===== src/rtl/nrisk_ctrl_fsm.sv =====
// nrisk_ctrl_fsm: multi-cycle control unit for the nRisk core.
// Steps each instruction through FETCH/DECODE/EXECUTE/[MEMORY]/WRITEBACK
// using valid/ack handshakes with instruction and data memory. Any memory
// wait that runs TIMEOUT cycles without an ack parks the unit in a sticky
// FAULT state. The control-word decode matches the single-cycle decoder;
// only the strobe timing differs.
module nrisk_ctrl_fsm #(
  parameter int OPCODE_W = 4,
  parameter int TIMEOUT  = 16,
  parameter int CNT_W    = 16
) (
  input  logic                clock,
  input  logic                reset,
  input  logic                enable,
  input  logic                imem_ack,
  input  logic [OPCODE_W-1:0] instr_op,
  input  logic                dmem_ack,
  input  logic                zero_flag,
  output logic                imem_req,
  output logic                ir_write,
  output logic                dmem_req,
  output logic                Memoria,
  output logic                J,
  output logic                Br,
  output logic                pc_load,
  output logic                pc_inc,
  output logic                Tr,
  output logic                Sr,
  output logic                MuxAdd,
  output logic                MuxReg2,
  output logic                MuxSaidaJ,
  output logic                MuxSaidaUla,
  output logic [1:0]          ULA,
  output logic                fault,
  output logic [CNT_W-1:0]    retired
);

  localparam logic [2:0] S_IDLE      = 3'd0;
  localparam logic [2:0] S_FETCH     = 3'd1;
  localparam logic [2:0] S_DECODE    = 3'd2;
  localparam logic [2:0] S_EXECUTE   = 3'd3;
  localparam logic [2:0] S_MEMORY    = 3'd4;
  localparam logic [2:0] S_WRITEBACK = 3'd5;
  localparam logic [2:0] S_FAULT     = 3'd6;

  // The wait counter only ever holds 0..TIMEOUT-1; the final value is the
  // last cycle in which an ack is still accepted.
  localparam int               WAIT_W    = $clog2(TIMEOUT + 1);
  localparam logic [WAIT_W-1:0] WAIT_LAST = WAIT_W'(TIMEOUT - 1);

  logic [2:0]        state_q, state_d;
  logic [3:0]        ir_q, ir_d;
  logic [WAIT_W-1:0] wait_q, wait_d;
  logic              taken_q, taken_d;
  logic [CNT_W-1:0]  retired_q, retired_d;

  logic b7, b6, b5, b4;
  logic tr_dec, mem_op, branch_taken, timeout_hit;

  // Only the top four opcode bits select the control word; the rest are
  // deliberately ignored.
  logic unused_op_bits;
  assign unused_op_bits = ^instr_op;

  // Control-word decode from the registered instruction, MSB first.
  assign {b7, b6, b5, b4} = ir_q;
  assign J           = b7 & ~b6 & ~b5;
  assign Br          = b7 & b6 & b5;
  assign MuxAdd      = ~b7 & ~b6 & ~b5 & ~b4;
  assign MuxReg2     = ((b7 & b6) | (~b7 & ~b6)) & b5;
  assign ULA[1]      = b6 & b5;
  assign ULA[0]      = (~b7 & (b6 ^ b5)) | b7;
  assign MuxSaidaJ   = b7 & b6 & ~b5;
  assign MuxSaidaUla = (~b7 & ~b6) | (b6 & b5);
  assign Sr          = (~b7 & ~b6 & ~b5 & ~b4) | (b7 & ~b6 & b5) | (~b7 & b6 & ~b5);
  assign tr_dec      = (~b7 & ~b6 & ~b5 & b4) | (~b7 & ~b6 & b5) | (b7 & ~b6 & b5)
                     | (~b7 & b6 & ~b5) | (b7 & b6 & b5);
  assign mem_op      = ~b7 & b6 & ~b5;

  assign branch_taken = J | (Br & zero_flag);
  assign timeout_hit  = (wait_q == WAIT_LAST);

  // Strobes are decoded from the current state so that reset removes them
  // in the same instant, without waiting for a clock edge.
  assign imem_req = (state_q == S_FETCH);
  assign ir_write = imem_req & imem_ack;
  assign dmem_req = (state_q == S_MEMORY);
  assign Memoria  = mem_op & dmem_req;
  assign pc_load  = (state_q == S_EXECUTE) & branch_taken;
  assign pc_inc   = (state_q == S_WRITEBACK) & ~taken_q;
  assign Tr       = (state_q == S_WRITEBACK) & tr_dec;
  assign fault    = (state_q == S_FAULT);
  assign retired  = retired_q;

  // Next-state, IR capture, wait counting and retirement.
  always_comb begin
    // NOTE: every signal driven here gets a default first so no path leaves
    // it unassigned; otherwise synthesis infers a latch.
    state_d   = state_q;
    ir_d      = ir_q;
    wait_d    = '0;
    taken_d   = taken_q;
    retired_d = retired_q;
    case (state_q)
      S_IDLE: begin
        if (enable) state_d = S_FETCH;
      end
      S_FETCH: begin
        if (imem_ack) begin
          ir_d    = instr_op[OPCODE_W-1 -: 4];
          state_d = S_DECODE;
        end else if (timeout_hit) begin
          state_d = S_FAULT;
        end else begin
          wait_d = wait_q + 1'b1;
        end
      end
      S_DECODE: state_d = S_EXECUTE;
      S_EXECUTE: begin
        taken_d = branch_taken;
        state_d = mem_op ? S_MEMORY : S_WRITEBACK;
      end
      S_MEMORY: begin
        if (dmem_ack) begin
          state_d = S_WRITEBACK;
        end else if (timeout_hit) begin
          state_d = S_FAULT;
        end else begin
          wait_d = wait_q + 1'b1;
        end
      end
      S_WRITEBACK: begin
        retired_d = retired_q + 1'b1;
        state_d   = enable ? S_FETCH : S_IDLE;
      end
      S_FAULT: state_d = S_FAULT;
      default: state_d = S_IDLE;
    endcase
  end

  // State registers with asynchronous clear.
  always_ff @(posedge clock or posedge reset) begin
    // NOTE: non-blocking assignments keep every register updating from the
    // same pre-edge values, independent of statement order.
    if (reset) begin
      state_q   <= S_IDLE;
      ir_q      <= '0;
      wait_q    <= '0;
      taken_q   <= 1'b0;
      retired_q <= '0;
    end else begin
      state_q   <= state_d;
      ir_q      <= ir_d;
      wait_q    <= wait_d;
      taken_q   <= taken_d;
      retired_q <= retired_d;
    end
  end

endmodule


===== config.mk =====
export PLATFORM = sky130hd
export DESIGN_NAME = nrisk_ctrl_fsm
export DESIGN_NICKNAME = d
export VERILOG_FILES = /design/src/rtl/nrisk_ctrl_fsm.sv
export SDC_FILE = /design/constraint.sdc
export NUM_CORES = 1
export LEC_CHECK = 0
export CAP_MARGIN = 40
export CORE_MARGIN = 2
export CORE_UTILIZATION = 51
export CTS_CLUSTER_SIZE = 30
export DETAILED_ROUTE_END_ITERATION = 8
export GPL_TIMING_DRIVEN = 0
export PLACE_DENSITY = 0.95
export SLEW_MARGIN = 15
export SYNTH_ARGS = -nofsm -noshare
export SYNTH_HDL_FRONTEND = slang
export SYNTH_SLANG_ARGS = --single-unit

===== constraint.sdc =====
create_clock -name clock -period 4.4 [get_ports clock]
set_clock_uncertainty 0.2 [all_clocks]
set_input_delay 0.44 -clock clock [delete_from_list [all_inputs] [get_ports clock]]
set_output_delay 0.44 -clock clock [all_outputs]
set_load 0.005 [all_outputs]

# After elaboration in Yosys (flattened, before gate mapping)
# Cells that the tools add are included.
# word_totals
reg_bits,29
latchBits,0
mem_bits_rw,0
romBits,0
inputBits,10
out_inout_bits,33
elab_cells,66
n_memories,0
# classes
add_sub_neg,2
multipliers,0
n_div,0
magnitude_cmp,0
n_eq_ne,8
shifts,0
muxes,11
bitwise_logic,38
n_reduce_logical,2
# ops
op,count
AND 1 bit,22
case mux 3 bit (7 select lines),1
"adder 16 x 1 -> 16 bit, second input constant",1
two-way mux 5 bit,3
two-way mux 3 bit,4
OR 1 bit,10
case mux 5 bit (2 select lines),1
"== test 3 bit, second input constant",3
"== test 3 x 2 -> 1 bit, second input constant",2
"adder 5 x 1 -> 5 bit, second input constant",1
"== test 5 x 4 -> 1 bit, second input constant",1
inverter 1 bit,5
"== test 3 x 1 -> 1 bit, second input constant",1
zero test 3 bit,1
two-way mux 1 bit,2
"inequality test 2 bit, second input constant",1
AND reduction 2 bit,1
XOR 1 bit,1

# Longest topological paths before layout
# logic_depth
depth_word,9
ltp_mapped,7
ltp_nobuf,6

# Least setup slack after synthesis
# Ideal clock, no wire load.
# synth_timing
kind,reg2out
from,register ir_q[2]
to,output Sr
t_arrival_ps,1101
required_ps,3760
slack_ps,2659
stages_incl_launch_ff,5
n_path_buf,0
path_cell_list,dfrtp_1 inv_1 ha_1 nor3b_1 a211o_1
# synth_via
elab_chain_cells,6
word_cells_on_any_way,10
classes_between,bitwise (10)
# synth_rtl
item,line,source
"start, declared",52,"logic [3:0] ir_q, ir_d;"
"start signal, assigned",153,ir_q <= ir_d;
inverter 1 bit,--,
AND 1 bit (3 in series),--,
via MuxAdd,29,"output logic MuxAdd,"
OR 1 bit (2 in series),75,assign Sr = (~b7 & ~b6 & ~b5 & ~b4) | (b7 & ~b6 & b5) | (~b7 & b6 & ~b5);
"end, declared",28,"output logic Sr,"
# The timed path passes the listed nets, and every way through them passes these cells.

# Worst setup path in the final report
# layout_timing
from,register ir_q[2]
to,output Sr
# layout_via
elab_chain_cells,6
word_cells_on_any_way,10
classes_between,bitwise (10)
# layout_rtl
item,line
inverter 1 bit,75
AND 1 bit (3 in series),75
OR 1 bit,75
OR 1 bit (*),75
# Every way passes the cells marked *; elsewhere a longest branch is shown, timed or not.

==> results.md <==
Yosys:
- The synthesis-stage register bit count is 29.
- The post-synthesis simple-gate area fraction is 24.1%.
- The share of the yosys chip area belonging to registers is 47.2%.
- Multiplexer cells account for 2.12% of the synthesized area.
- The average cell area after synthesis is 10.1 µm².
- The synthesized netlist devotes 9.68% of its cell area to XOR and XNOR gates.
- The synthesized net count is 169.
- The main combinational cell family by area after synthesis is simple AND/OR/NAND/NOR gates.
- Summing the areas of all compound-gate instances in the mapped netlist gives 6.35% of the synthesized area.
- During synthesis, Yosys emitted a total of 0 warnings.
- In this run, distinct cell masters in the synthesized netlist total 36.
- After Yosys synthesis, full adders, half adders and majority gates account for 5.70% of the synthesized area.
- The total standard cell area after synthesis is 1540 µm².
- Synthesis produced a netlist whose cell count is 152.

Critical path:
- The element type at the critical path end is a primary output.
- In this run the worst path has a maximum fanout of 4.
- The launching element type of the critical path is a register.
- The slowest stage of the critical path is the clkdlybuf4s50_1 cell.
- The maximum cell stage delay along the critical path is approximately 500 ps.
- The worst setup path is of the register to primary output kind.
- The number of buffers and inverters on the critical path is 2.
- Data on the critical path is required at its endpoint by around 3800 ps.
- The dominant delay contributor by cell family on the critical path is buffers and inverters.
- The arrival time of data at the critical path endpoint is 2050 ps.
- The signal on the critical path passes through inv_1 > ha_1 > nor3b_1 > a211o_1 > clkdlybuf4s50_1.

GRT:
- In the global route stage, overall resource usage came out at 21.9%.
- The initial antenna violation count came to 0.
- The wire length of the first global-routing pass is 5730 µm.
- The via count of the first global-routing pass came to 1345.
- After global routing the overflow that remains totals 0.
- Entering global routing, the biggest net connects 19 pins.

Place:
- Summing all placed instances gives a cell area of about 2000 µm².
- The post-DP HPWL is 2610 µm.
- Input and output buffers added on the ports amount to 42.
- The routability congestion estimate is about 0.83.
- The instance count after placement with tap cells included is 226.

Clocking:
- For this design, the sink count on the clock tree is 29.
- In this run, post-CTS repair resized a total of 0 instances.
- The cell at the root of the clock tree is clkbuf_4.
- The largest buffer count on any clock path is 2.
- The post-CTS setup buffer count is 0.
- The number of levels the H-tree was split into is 2.
- The number of buffers inserted during clock tree synthesis is 5.
- Clock-pin slew was measured on the worst setup and hold paths at 90 ps.
- TritonCTS built the clock tree.
- The number of hold buffers added after CTS is 0.
- The later pin in the worst-skew pair is clocked with a latency of 320 ps.

Routing:
- The first-pass detailed-route iteration total is 8.
- For this run, design rule violations remaining after detail routing come to 4.
- The routed via count divided by cell count is 5.75.
- Once detail routing completed, the nets flagged for antenna violations numbered 0.
- After the first detailed-routing iteration, the DRC count stood at between 40 and 50.
- The via count of the routed design is between 1000 and 1500.
- The per-cell routed wire length is 14.6 µm.
- For this block, the routed nets add up to 3400 µm of wire.

Power:
- The static leakage is a little over 0.9 nW.
- For this design the ratio of total power to cell area is 511 nW/µm².
- The worst vdd rail ir drop is 405 µV.

Layout:
- 0 antenna diodes ended up in the layout.
- From synthesis to final layout, the design area changed by 35.2%.
- The top cell types in the final layout, fill and taps aside, are clkdlybuf4s50_1, dfrtp_1, xnor2_1, nor2_1, nand2_1.
- The number of nets in the layout is roughly 220.
- Once layout is complete, the cells apart from fillers number approximately 230.
- The final cell area excluding filler cells is 2080 µm².
- In the final layout, the share of cells above drive strength 1 is 8.42%.
- The most common library cell in the layout ignoring fill and taps is clkdlybuf4s50_1.

Floorplan:
- The overall die area is 3470 µm².
- After floorplanning, the core was sized to cover 2810 µm².
- The die width is just under 60 µm.
- The height of the die is about 60 µm.
- The floorplan has 19 rows.
- The count of boundary I/O pins is 43.
- The initial utilization of the core area, before any placement, comes to 54.8%.

STA:
- The number of pins exceeding their max-slew limit in the final report is 0.
- The worst hold slack across all endpoints is approximately 270 ps.
- The final-report setup violation count is 0.
- Setup repair after global routing left no endpoint under its margin.
- Counting I/O delays and the setup requirement, the final critical path takes 2690 ps.
- The worst-case headroom to the max-slew limit is 65.5%.
- Timing would allow up to 372 MHz.
- The post-route clock period utilization is 61.1%.
- After routing, the total negative slack on setup checks comes to 0 ps.
- The number of endpoints with negative hold slack in the final report is 0.
- The worst-margin pin slew is 517 ps.

Worst hold path:
- The tightest min-delay check is of the input pin to asynchronous set/reset pin type.

Outcome:
- The flow ran to the end, but the final reports show violations.
- The final reports fail on design-rule violations.

Flow run:
- Max-cap violations in this run came to 0.
[worst paths after layout]
kind / start / to / cells past startpoint / slack (ps)
worst min register to register: retired[15]$_DFFE_PP0P_ / retired[15]$_DFFE_PP0P_ / 1 / 270
worst min-delay path: reset / retired[7]$_DFFE_PP0P_ / 2 / 270
worst max register to register: state_q[1]$_DFFE_PP0P_ / ir_q[1]$_DFFE_PP0P_ / 5 / 2600
min in group clock: retired[15]$_DFFE_PP0P_ / retired[15]$_DFFE_PP0P_ / 1 / 270
max in group asynchronous: reset / wait_q[1]$_DFF_PP0_ / 3 / 3270
worst max-delay path: ir_q[2]$_DFFE_PP0P_ / Sr / 5 / 1710
[where the power goes]
group	internal (W)	total (W)	switching [W]
Clock	0.0000753	0.000164	0.0000885
Sequential	0.000325	0.000385	0.0000599
Combinational	0.000288	0.000514	0.000226
Total	0.000689	0.00106	0.000374
[cell usage after synthesis]
| cell type | count | area, µm² |
|---|---|---|
| a211o_1 | 1 | 8.76 |
| a211oi_1 | 3 | 22.5 |
| a21o_1 | 1 | 7.51 |
| a21oi_1 | 2 | 10.0 |
| a311oi_1 | 1 | 8.76 |
| a31oi_1 | 1 | 6.26 |
| and2_1 | 3 | 18.8 |
| and3_1 | 1 | 6.26 |
| and4b_1 | 1 | 10.0 |
| buf_4 | 3 | 22.5 |
| buf_6 | 1 | 11.3 |
| clkbuf_1 | 1 | 3.75 |
| dfrtp_1 | 29 | 726 |
| ha_1 | 7 | 87.6 |
| inv_1 | 10 | 37.5 |
| mux2_2 | 2 | 22.5 |
| mux2i_1 | 1 | 10.0 |
| nand2_1 | 11 | 41.3 |
| nand2b_1 | 3 | 18.8 |
| nand3_1 | 10 | 50.1 |
| nand3b_1 | 1 | 7.51 |
| nand3b_4 | 1 | 20.0 |
| nand4_1 | 5 | 31.3 |
| nor2_1 | 14 | 52.6 |
| nor2b_1 | 4 | 25.0 |
| nor3_1 | 4 | 20.0 |
| nor3b_1 | 1 | 7.51 |
| nor4_1 | 1 | 6.26 |
| nor4_4 | 1 | 21.3 |
| o21ai_0 | 3 | 15.0 |
| o22ai_1 | 3 | 18.8 |
| or2_2 | 2 | 12.5 |
| or2b_1 | 2 | 15.0 |
| or3_1 | 1 | 6.26 |
| xnor2_1 | 14 | 123 |
| xor2_1 | 3 | 26.3 |
[metrics by stage]
| stage | setup slack (ps) | total power [W] | utilization [%] |
|---|---|---|---|
| 3_3_place_gp | 2030 | 0.000869 | 71.2 |
| 3_5_place_dp | 2030 | 0.000902 | 72.2 |
| 4_1_cts | 1710 | 0.00107 | 74.1 |
| 6_report | 1710 | 0.00106 | 74.1 |
| 5_1_grt | 1590 | 0.00114 | 74.1 |
| 2_1_floorplan | 2660 | 0.000664 | - |
[kinds of logic (layout without fill, tap and decap cells)]
logic type	Yosys count	count (layout)
adders and majority gates	7	7
AOI/OAI and AO/OA	15	15
xor gates and xnor gates	17	17
and+or+nand+nor	66	66
muxes	3	3
buffers and inverters	15	65
DFF	29	29
[worst register-to-register path, cell delays in order (launching register included)]
cell and delay, ps:
dfrtp_1 410, or3_1 370, inv_1 110, and2_1 130, buf_4 140, mux2_2 330
[flip-flops by register name, indices dropped and copies added (netlist names)]
signal,count
retired,16
wait_q,5
ir_q,4
state_q,3
taken_q,1
[metal layers]
metal	wire, µm	up-vias	share of wire [%]	global-route usage [%]
li1	-	620	-	-
met2	1760	69	52	40.6
met5	0	-	0	0
met1	1310	641	39	23.4
met4	65	0	1.9	8.12
met3	267	10	7.8	5.93
[cell type report]
type,instances,area (µm²)
flip-flops and latches,29,726
repair buffers,43,448
clock buffers,7,55.1
inverters,10,37.5
plain buffers,5,37.5
fillers,199,726
multi-input cells,108,737
well taps,31,38.8
Power figures use the tool's default switching activity.
